==> src/rtl/risc_v_mike_gpio_debounce_pkg.sv <==
// Shared constants and types for the GPIO input conditioning stage.
package risc_v_mike_pkg;

    localparam int GPIO_BYTE           = 8;
    localparam int GPIO_DB_CYCLES_DEF  = 16;

    typedef logic [GPIO_BYTE-1:0] gpio_vec_t;

endpackage

==> src/rtl/risc_v_mike_gpio_debounce_if.sv <==
// Bundle of pad, MMIO control and conditioned-output signals for the debounce stage.
interface risc_v_mike_gpio_debounce_if #(
    parameter int WIDTH = 8
);

    logic [WIDTH-1:0] gpio_pad_in;
    logic [WIDTH-1:0] edge_clr;
    logic [WIDTH-1:0] irq_en;
    logic [WIDTH-1:0] gpio_db;
    logic [WIDTH-1:0] rise_pulse;
    logic [WIDTH-1:0] fall_pulse;
    logic [WIDTH-1:0] edge_status;
    logic             gpio_irq;

    // Side that drives pads and register controls (MMIO decode / bench).
    modport master (
        output gpio_pad_in,
        output edge_clr,
        output irq_en,
        input  gpio_db,
        input  rise_pulse,
        input  fall_pulse,
        input  edge_status,
        input  gpio_irq
    );

    // Side implemented by the debounce block.
    modport slave (
        input  gpio_pad_in,
        input  edge_clr,
        input  irq_en,
        output gpio_db,
        output rise_pulse,
        output fall_pulse,
        output edge_status,
        output gpio_irq
    );

endinterface

==> src/rtl/risc_v_mike_gpio_debounce_bit.sv <==
// One GPIO input bit: 2-FF synchronizer, stability counter, accepted level and edge pulses.
module risc_v_mike_debounce_bit
    import risc_v_mike_pkg::*;
#(
    parameter int DB_CYCLES = GPIO_DB_CYCLES_DEF
) (
    input  logic clk,
    input  logic rst,
    input  logic i_pad,
    output logic o_db,
    output logic o_rise,
    output logic o_fall,
    output logic o_rise_next,
    output logic o_fall_next
);

    localparam int CNT_W = $clog2(DB_CYCLES + 1);
    localparam logic [CNT_W-1:0] CNT_LAST = CNT_W'(DB_CYCLES - 1);

    logic             r_s1;
    logic             r_s2;
    logic [CNT_W-1:0] r_cnt;
    logic             r_db;
    logic             r_rise;
    logic             r_fall;

    logic             w_differs;
    logic             w_accept;

    // A new level is accepted on the edge that completes DB_CYCLES differing samples.
    always_comb begin
        w_differs   = (r_s2 != r_db);
        w_accept    = w_differs && (r_cnt == CNT_LAST);
        o_rise_next = w_accept &&  r_s2;
        o_fall_next = w_accept && !r_s2;
    end

    // Synchronize the pad, qualify it, and register the accepted level and its pulses.
    always_ff @(posedge clk) begin
        if (rst) begin
            r_s1   <= 1'b0;
            r_s2   <= 1'b0;
            r_cnt  <= '0;
            r_db   <= 1'b0;
            r_rise <= 1'b0;
            r_fall <= 1'b0;
        end else begin
            r_s1   <= i_pad;
            r_s2   <= r_s1;
            r_rise <= o_rise_next;
            r_fall <= o_fall_next;
            if (!w_differs) begin
                r_cnt <= '0;
            end else if (w_accept) begin
                r_db  <= r_s2;
                r_cnt <= '0;
            end else begin
                r_cnt <= r_cnt + CNT_W'(1);
            end
        end
    end

    assign o_db   = r_db;
    assign o_rise = r_rise;
    assign o_fall = r_fall;

endmodule

==> src/rtl/risc_v_mike_gpio_debounce.sv <==
// GPIO input conditioning: per-bit debounce, sticky W1C edge flags and a maskable interrupt.
module risc_v_mike_gpio_debounce
    import risc_v_mike_pkg::*;
#(
    parameter int WIDTH     = GPIO_BYTE,
    parameter int DB_CYCLES = GPIO_DB_CYCLES_DEF
) (
    input logic                        clk,
    input logic                        rst,
    risc_v_mike_gpio_debounce_if.slave bus
);

    logic [WIDTH-1:0] w_db;
    logic [WIDTH-1:0] w_rise;
    logic [WIDTH-1:0] w_fall;
    logic [WIDTH-1:0] w_rise_next;
    logic [WIDTH-1:0] w_fall_next;
    logic [WIDTH-1:0] w_status_next;

    logic [WIDTH-1:0] r_edge_status;
    logic             r_irq;

    genvar gi;
    generate
        for (gi = 0; gi < WIDTH; gi++) begin : g_bit
            risc_v_mike_debounce_bit #(
                .DB_CYCLES (DB_CYCLES)
            ) u_bit (
                .clk         (clk),
                .rst         (rst),
                .i_pad       (bus.gpio_pad_in[gi]),
                .o_db        (w_db[gi]),
                .o_rise      (w_rise[gi]),
                .o_fall      (w_fall[gi]),
                .o_rise_next (w_rise_next[gi]),
                .o_fall_next (w_fall_next[gi])
            );
        end
    endgenerate

    // New events are OR'd in after the clear so a same-cycle clear never loses an event.
    always_comb begin
        w_status_next = (r_edge_status & ~bus.edge_clr) | w_rise_next | w_fall_next;
    end

    // Sticky flags and the interrupt both register from the next-state value, so they move together.
    always_ff @(posedge clk) begin
        if (rst) begin
            r_edge_status <= '0;
            r_irq         <= 1'b0;
        end else begin
            r_edge_status <= w_status_next;
            r_irq         <= |(w_status_next & bus.irq_en);
        end
    end

    assign bus.gpio_db     = w_db;
    assign bus.rise_pulse  = w_rise;
    assign bus.fall_pulse  = w_fall;
    assign bus.edge_status = r_edge_status;
    assign bus.gpio_irq    = r_irq;

endmodule

==> src/flat_wrapper.sv <==
// flat-port wrapper written by rule: the top's interface ports become plain ports
module risc_v_mike_gpio_debounce_flat import risc_v_mike_pkg::*;
#(
    parameter int WIDTH     = GPIO_BYTE,
    parameter int DB_CYCLES = GPIO_DB_CYCLES_DEF
)
  (clk, rst, bus_gpio_pad_in, bus_edge_clr, bus_irq_en, bus_gpio_db, bus_rise_pulse, bus_fall_pulse, bus_edge_status, bus_gpio_irq);
  risc_v_mike_gpio_debounce_if #(.WIDTH(WIDTH)) bus_i ();
  input logic clk;
  input logic rst;
  input wire logic [$bits(bus_i.gpio_pad_in)-1:0] bus_gpio_pad_in;
  input wire logic [$bits(bus_i.edge_clr)-1:0] bus_edge_clr;
  input wire logic [$bits(bus_i.irq_en)-1:0] bus_irq_en;
  output wire logic [$bits(bus_i.gpio_db)-1:0] bus_gpio_db;
  output wire logic [$bits(bus_i.rise_pulse)-1:0] bus_rise_pulse;
  output wire logic [$bits(bus_i.fall_pulse)-1:0] bus_fall_pulse;
  output wire logic [$bits(bus_i.edge_status)-1:0] bus_edge_status;
  output wire logic [$bits(bus_i.gpio_irq)-1:0] bus_gpio_irq;
  assign bus_i.gpio_pad_in = bus_gpio_pad_in;
  assign bus_i.edge_clr = bus_edge_clr;
  assign bus_i.irq_en = bus_irq_en;
  assign bus_gpio_db = bus_i.gpio_db;
  assign bus_rise_pulse = bus_i.rise_pulse;
  assign bus_fall_pulse = bus_i.fall_pulse;
  assign bus_edge_status = bus_i.edge_status;
  assign bus_gpio_irq = bus_i.gpio_irq;
  risc_v_mike_gpio_debounce #(.WIDTH(WIDTH), .DB_CYCLES(DB_CYCLES)) u_core (.clk(clk), .rst(rst), .bus(bus_i));
endmodule
==> config.mk <==
export PLATFORM = sky130hd
export DESIGN_NAME = risc_v_mike_gpio_debounce_flat
export DESIGN_NICKNAME = d
export VERILOG_FILES = /design/src/rtl/risc_v_mike_gpio_debounce_pkg.sv /design/src/rtl/risc_v_mike_gpio_debounce_if.sv /design/src/rtl/risc_v_mike_gpio_debounce_bit.sv /design/src/rtl/risc_v_mike_gpio_debounce.sv /design/src/flat_wrapper.sv
export SDC_FILE = /design/constraint.sdc
export NUM_CORES = 1
export LEC_CHECK = 0
export ABC_AREA = 0
export CORE_MARGIN = 4
export CORE_UTILIZATION = 47
export CTS_CLUSTER_SIZE = 25
export DETAILED_ROUTE_END_ITERATION = 7
export MAX_ROUTING_LAYER = met4
export PLACE_DENSITY_LB_ADDON = 0.2
export SYNTH_ARGS = -nofsm -noshare
export SYNTH_HDL_FRONTEND = slang
export SYNTH_SLANG_ARGS = --single-unit
==> constraint.sdc <==
create_clock -name clk -period 1.55 [get_ports clk]
set_input_delay 0.31 -clock clk [delete_from_list [all_inputs] [get_ports clk]]
set_output_delay 0.31 -clock clk [all_outputs]
set_load 0.01 [all_outputs]
After elaboration in Yosys (flattened, before gate mapping)
Index checks and enable logic that the tools add are counted.
Storage, ports and cells
  bits in registers: 89
  bits of input ports: 26
  output and inout bits: 33
  logic and storage cells: 136
Cells by class
  $add $sub $neg: 8
  equality and inequality tests: 16
  bitwise logic cells: 13
  reduce and logical (&&, ||, !) cells: 49
Operators by type and width (count)
  5-bit by 1-bit adder with 5-bit output (second input constant): 8
  5-bit by 4-bit equality test with 1-bit output (second input constant): 8
  1-bit logical AND: 24
  3-bit OR reduction: 8
  8-bit AND: 2
  8-bit bitwise OR: 2
  2-bit AND reduction: 8
  1-bit logical NOT: 8
  1-bit inequality test: 8
  1-bit inverter: 8
  8-bit inverter: 1
  8-bit OR reduction: 1

Longest topological paths before layout
  word-level depth: 7
  gate-level depth with buffers: 7
  depth with buffers taken out: 7

Cells and area by module
Synthesis repeated with hierarchy kept, for this count alone.
Second synthesis, totals
  cells, all modules: 311
  area total of the unflattened synthesis: 3294.4 um^2
By module, submodules not included
  risc_v_mike_debounce_bit: instances 8, cells an instance 34, area each 354.1 um^2, sequential area each 200.2 um^2
  risc_v_mike_gpio_debounce: instances 1, cells an instance 39, area each 461.7 um^2, sequential area each 180.2 um^2

Least setup slack after synthesis
Ideal clock, no wire load.
  path kind: reg2reg
  start: register u_core.g_bit[2].u_bit.r_cnt[0]
  end: register u_core.g_bit[2].u_bit.r_cnt[2]
  setup time: 0.064 ns
  arrival: 1.436 ns
  data required time: 1.486 ns
  setup slack: 0.050 ns
  stages on the path, launching flop included: 6
  buffers on the path: 0
  clock period less this slack: 1.500 ns
  cell sequence: dfxtp_1 > ha_1 > and3_1 > ha_1 > or3_4 > nor2_1
Between the ends
  longest elaborated chain between the ends: 3
RTL lines
  start, declared: RTL line risc_v_mike_gpio_debounce_bit.sv:22  | logic [CNT_W-1:0] r_cnt;
  start signal, assigned: RTL line risc_v_mike_gpio_debounce_bit.sv:58  | r_cnt <= r_cnt + CNT_W'(1);
  parallel branches: the longest is 3 deep, another holds 5-bit by 1-bit adder with 5-bit output
Several ways; the timed one is not identified.
A chain may end at the register's enable or synchronous reset.

Worst setup path in the final report
  start: register u_core.g_bit[5].u_bit.r_fall
  end: output port bus_fall_pulse[5]
RTL lines
  start, declared: RTL line risc_v_mike_gpio_debounce_bit.sv:25  | logic r_fall;
  start signal, assigned: RTL line risc_v_mike_gpio_debounce_bit.sv:51  | r_fall <= o_fall_next;
  end, declared: RTL line flat_wrapper.sv:16  | output wire logic [$bits(bus_i.fall_pulse)-1:0] bus_fall_pulse;
No word-level cell between the ends.

==> impl_metrics.yaml <==
floorplanning:
  die_h_um: 93.60
  core-area_mm2: 0.006944
  dieArea_mm2: 0.008760
  row_count: 30
  ios: 59
  die_w_um: 93.60
  initial_utilization_pct: 49.59
place:
  place_congestion: 0.8313
  dp.cells: 481
  port-buffer-count: 58
  place_ws_ns: -0.1356
  hpwlAfterDp_mm: 4.446
power:
  post-layout-total-power_mw: 4.221
  seqPwrFrac_pct: 55.1
  p_int_mw: 3.367
  power_frac_comb_pct: 3.9
  leakage_nw: 1.976
  power_switching_mw: 0.8536
  power.density_mw_per_mm2: 947.6
  ir_drop_uv: 718.7
  p_sw_share_pct: 20.22
  clkPwrFrac_pct: 41.0
hold_path:
  worstHoldStart: "rst"
  hold_path_depth: 2
  hp-class: "primary input to flip-flop"
  min_to: "u_core.g_bit[1].u_bit.o_db"
synthesis:
  syn_area_mm2: 0.003443
  syn_inst: 334
  synth_area_per_cell_um2: 10.31
  yosysUniqueCellTypes: 27
  yosysSeqAreaShare_pct: 51.74
  synth_seq_cells: 89
  synth_area_leaders: "dfxtp_1 (52%), ha_1 (5.8%), nor2_1 (5.8%)"
  syn-num-nets: 376
  ys_warn_count: 0
  synth_top_area_share_pct: 51.74
  yosysTopAreaCell: "dfxtp_1"
worst_setup_path:
  crit_path_top_delay_cell: "clkdlybuf4s50_1"
  cp_max_fo: 1
  critPathKind: "flip-flop to primary output"
  crit_family: "buffers and inverters"
  cp_data_arrival_time_ns: 1.20
  r2r_end: "u_core.bus.gpio_irq"
  crit_buf_inv: 1
  crit_path_end_kind: "primary output"
  worst_r2r_path_depth: 7
  reg2reg_from: "u_core.g_bit[7].u_bit.r_cnt[0]"
  start_kind: "flip-flop"
  cp_cell_sequence: "clkdlybuf4s50_1"
  crit_required_ns: 1.24
  slowest_delay_ns: 0.53
  r2r_slack_ns: 0.05
timing:
  skew_ns: 0.01035
  worst_pin_slew_ns: 0.3481
  setup_violations: 0
  period_minus_slack_ns: 1.511
  final-hold-violation-count: 0
  final-max-slew-violation-count: 0
  fin_crit_sh_pct: 97.49
  setup_ws_ns: 0.03884
  rsz0062_at_grt: "yes"
  max_freq_mhz: 661.7
  max_slew_margin_pct: 76.20
clocking:
  cts_root_buf: "clkbuf_8"
  cts_tree: "done"
  clk_pin_slew_ns: 0.09
  clkSinkCount: 89
  cts-hold-fix-buffers: 0
  post-cts-setup-buffers: 0
  htreeDepth: 3
  numCtsBuffers: 9
  clk-insertion-delay-late_ns: 0.35
  clockBufferDepth: 2
detailed_routing:
  post_drt_wl_per_cell_um: 12.47
  drt-pass1-iter-count: 4
  finalWirelength_mm: 6.198
  antenna_left: 0
  vias: 2323
  drc: 0
  viasPerCell: 4.674
  first_iter_violations: 109
cells_and_area:
  nNetsFinal: 438
  drive_above_1_share_pct: 21.70
  fin_cells: 497
  diodes: 0
  layout_common_cells: "dfxtp_1 (80), nor2_1 (49), clkdlybuf4s50_1 (30), buf_4 (23), nor2b_1 (18)"
  utilization_pct: 64.14
  syn_to_final_growth_pct: 29.36
  mostFrequentLayoutCell: "dfxtp_1"
grt:
  gr-total-overflow: 0
  grt_pass1_vias: 2290
  antenna_found_initial: 0
  grt_max_degree: 18
  grt_usage_pct: 15.39
  grt_pass1_wl_mm: 10.23
run:
  cap_violations: 0
outcome:
  status: "completed"
## layout make-up
type,count,area (um^2)
multi-input cells,198,1489
clock inverters,4,76.32
well taps,96,120.1
repair buffers,81,767.0
clock buffers,12,145.1
flip-flops and latches,89,1793
fillers,569,2490
inverters,17,63.81
## worst max path at each step
stage	startpoint	to	slack [ns]	depth (start not counted)
after floorplan	u_core.g_bit[2].u_bit.r_cnt[0]	u_core.g_bit[2].u_bit.r_cnt[2]	0.05	5
after global placement	bus_edge_clr[3]	u_core.bus.gpio_irq	-0.11	5
after detailed placement	bus_edge_clr[3]	u_core.bus.gpio_irq	-0.14	5
after CTS	u_core.bus.edge_status[7]	bus_edge_status[7]	0.0002	1
after global routing	u_core.g_bit[7].u_bit.r_cnt[0]	u_core.bus.gpio_irq	-0.02	7
final	u_core.g_bit[5].u_bit.o_fall	bus_fall_pulse[5]	0.04	1
## state kept, by name, indices dropped and copies added, names as in the netlist
name,count
u_core.g_bit.u_bit.o_fall,8
u_core.g_bit.u_bit.o_db,8
u_core.g_bit.u_bit.r_cnt,40
u_core.g_bit.u_bit.r_s2,8
u_core.bus.gpio_irq,1
u_core.bus.edge_status,8
u_core.g_bit.u_bit.r_s1,8
u_core.g_bit.u_bit.o_rise,8
## layer usage
layer	GRT usage, %	vias up	part of all wire [%]
met3	3.057	13	4.2
met5	-	-	0
li1	-	1202	-
met4	7.581	0	1.9
met1	19.13	1062	46
met2	23.94	46	48
## through the flow
stage | TNS [ns] | instance area, um^2 | hold slack [ns]
final | 0 | 4454 | 0.3266
after global placement | -0.1144 | 4106 | 0.4192
after floorplan | 0 | 3443 | 0.4138
after CTS | 0 | 4358 | 0.3260
after detailed placement | -0.1356 | 4106 | 0.4266
after global routing | -0.04070 | 4454 | 0.3503
## power by group through the flow
stage | clock network, mW | registers (mW) | logic, mW
final | 1.73 | 2.32 | 0.165
after detailed placement | 0 | 2.38 | 0.159
after global routing | 1.90 | 2.33 | 0.181
after CTS | 1.77 | 2.32 | 0.161
after global placement | 0 | 2.38 | 0.158
after floorplan | 0 | 2.38 | 0.0692
## cell usage after synthesis
library cell	count
dfxtp_1	89
a21oi_1	8
a31oi_1	1
o22ai_1	2
or3_4	6
nor4bb_1	4
nor2_1	53
o2111ai_1	1
clkbuf_1	3
inv_1	17
and4bb_2	12
nand3b_1	3
nor2b_1	18
and3_1	10
nand3_1	8
nand2_1	8
xnor2_1	14
o2bb2ai_1	1
xor2_1	10
mux2i_1	8
buf_1	1
nand2b_1	12
buf_2	2
a2111oi_0	1
a311oi_1	2
ha_1	16
buf_4	24
## cells by family after synthesis
family / synth area share, %
DFF: 51.74
and+or+nand+nor: 23.22
adders and majority gates: 5.814
AOI/OAI and AO/OA: 2.980
buffers and inverters: 7.812
xor gates and xnor gates: 6.105
muxes: 2.326
## what timing repair did
item / in CTS / in global routing
gates cloned: 0 / 0
resized for setup: 31 / 29
pin swaps: 5 / 6
setup endpoints to repair: 15 / 37
No activity file was read; power rests on OpenSTA's default activity.
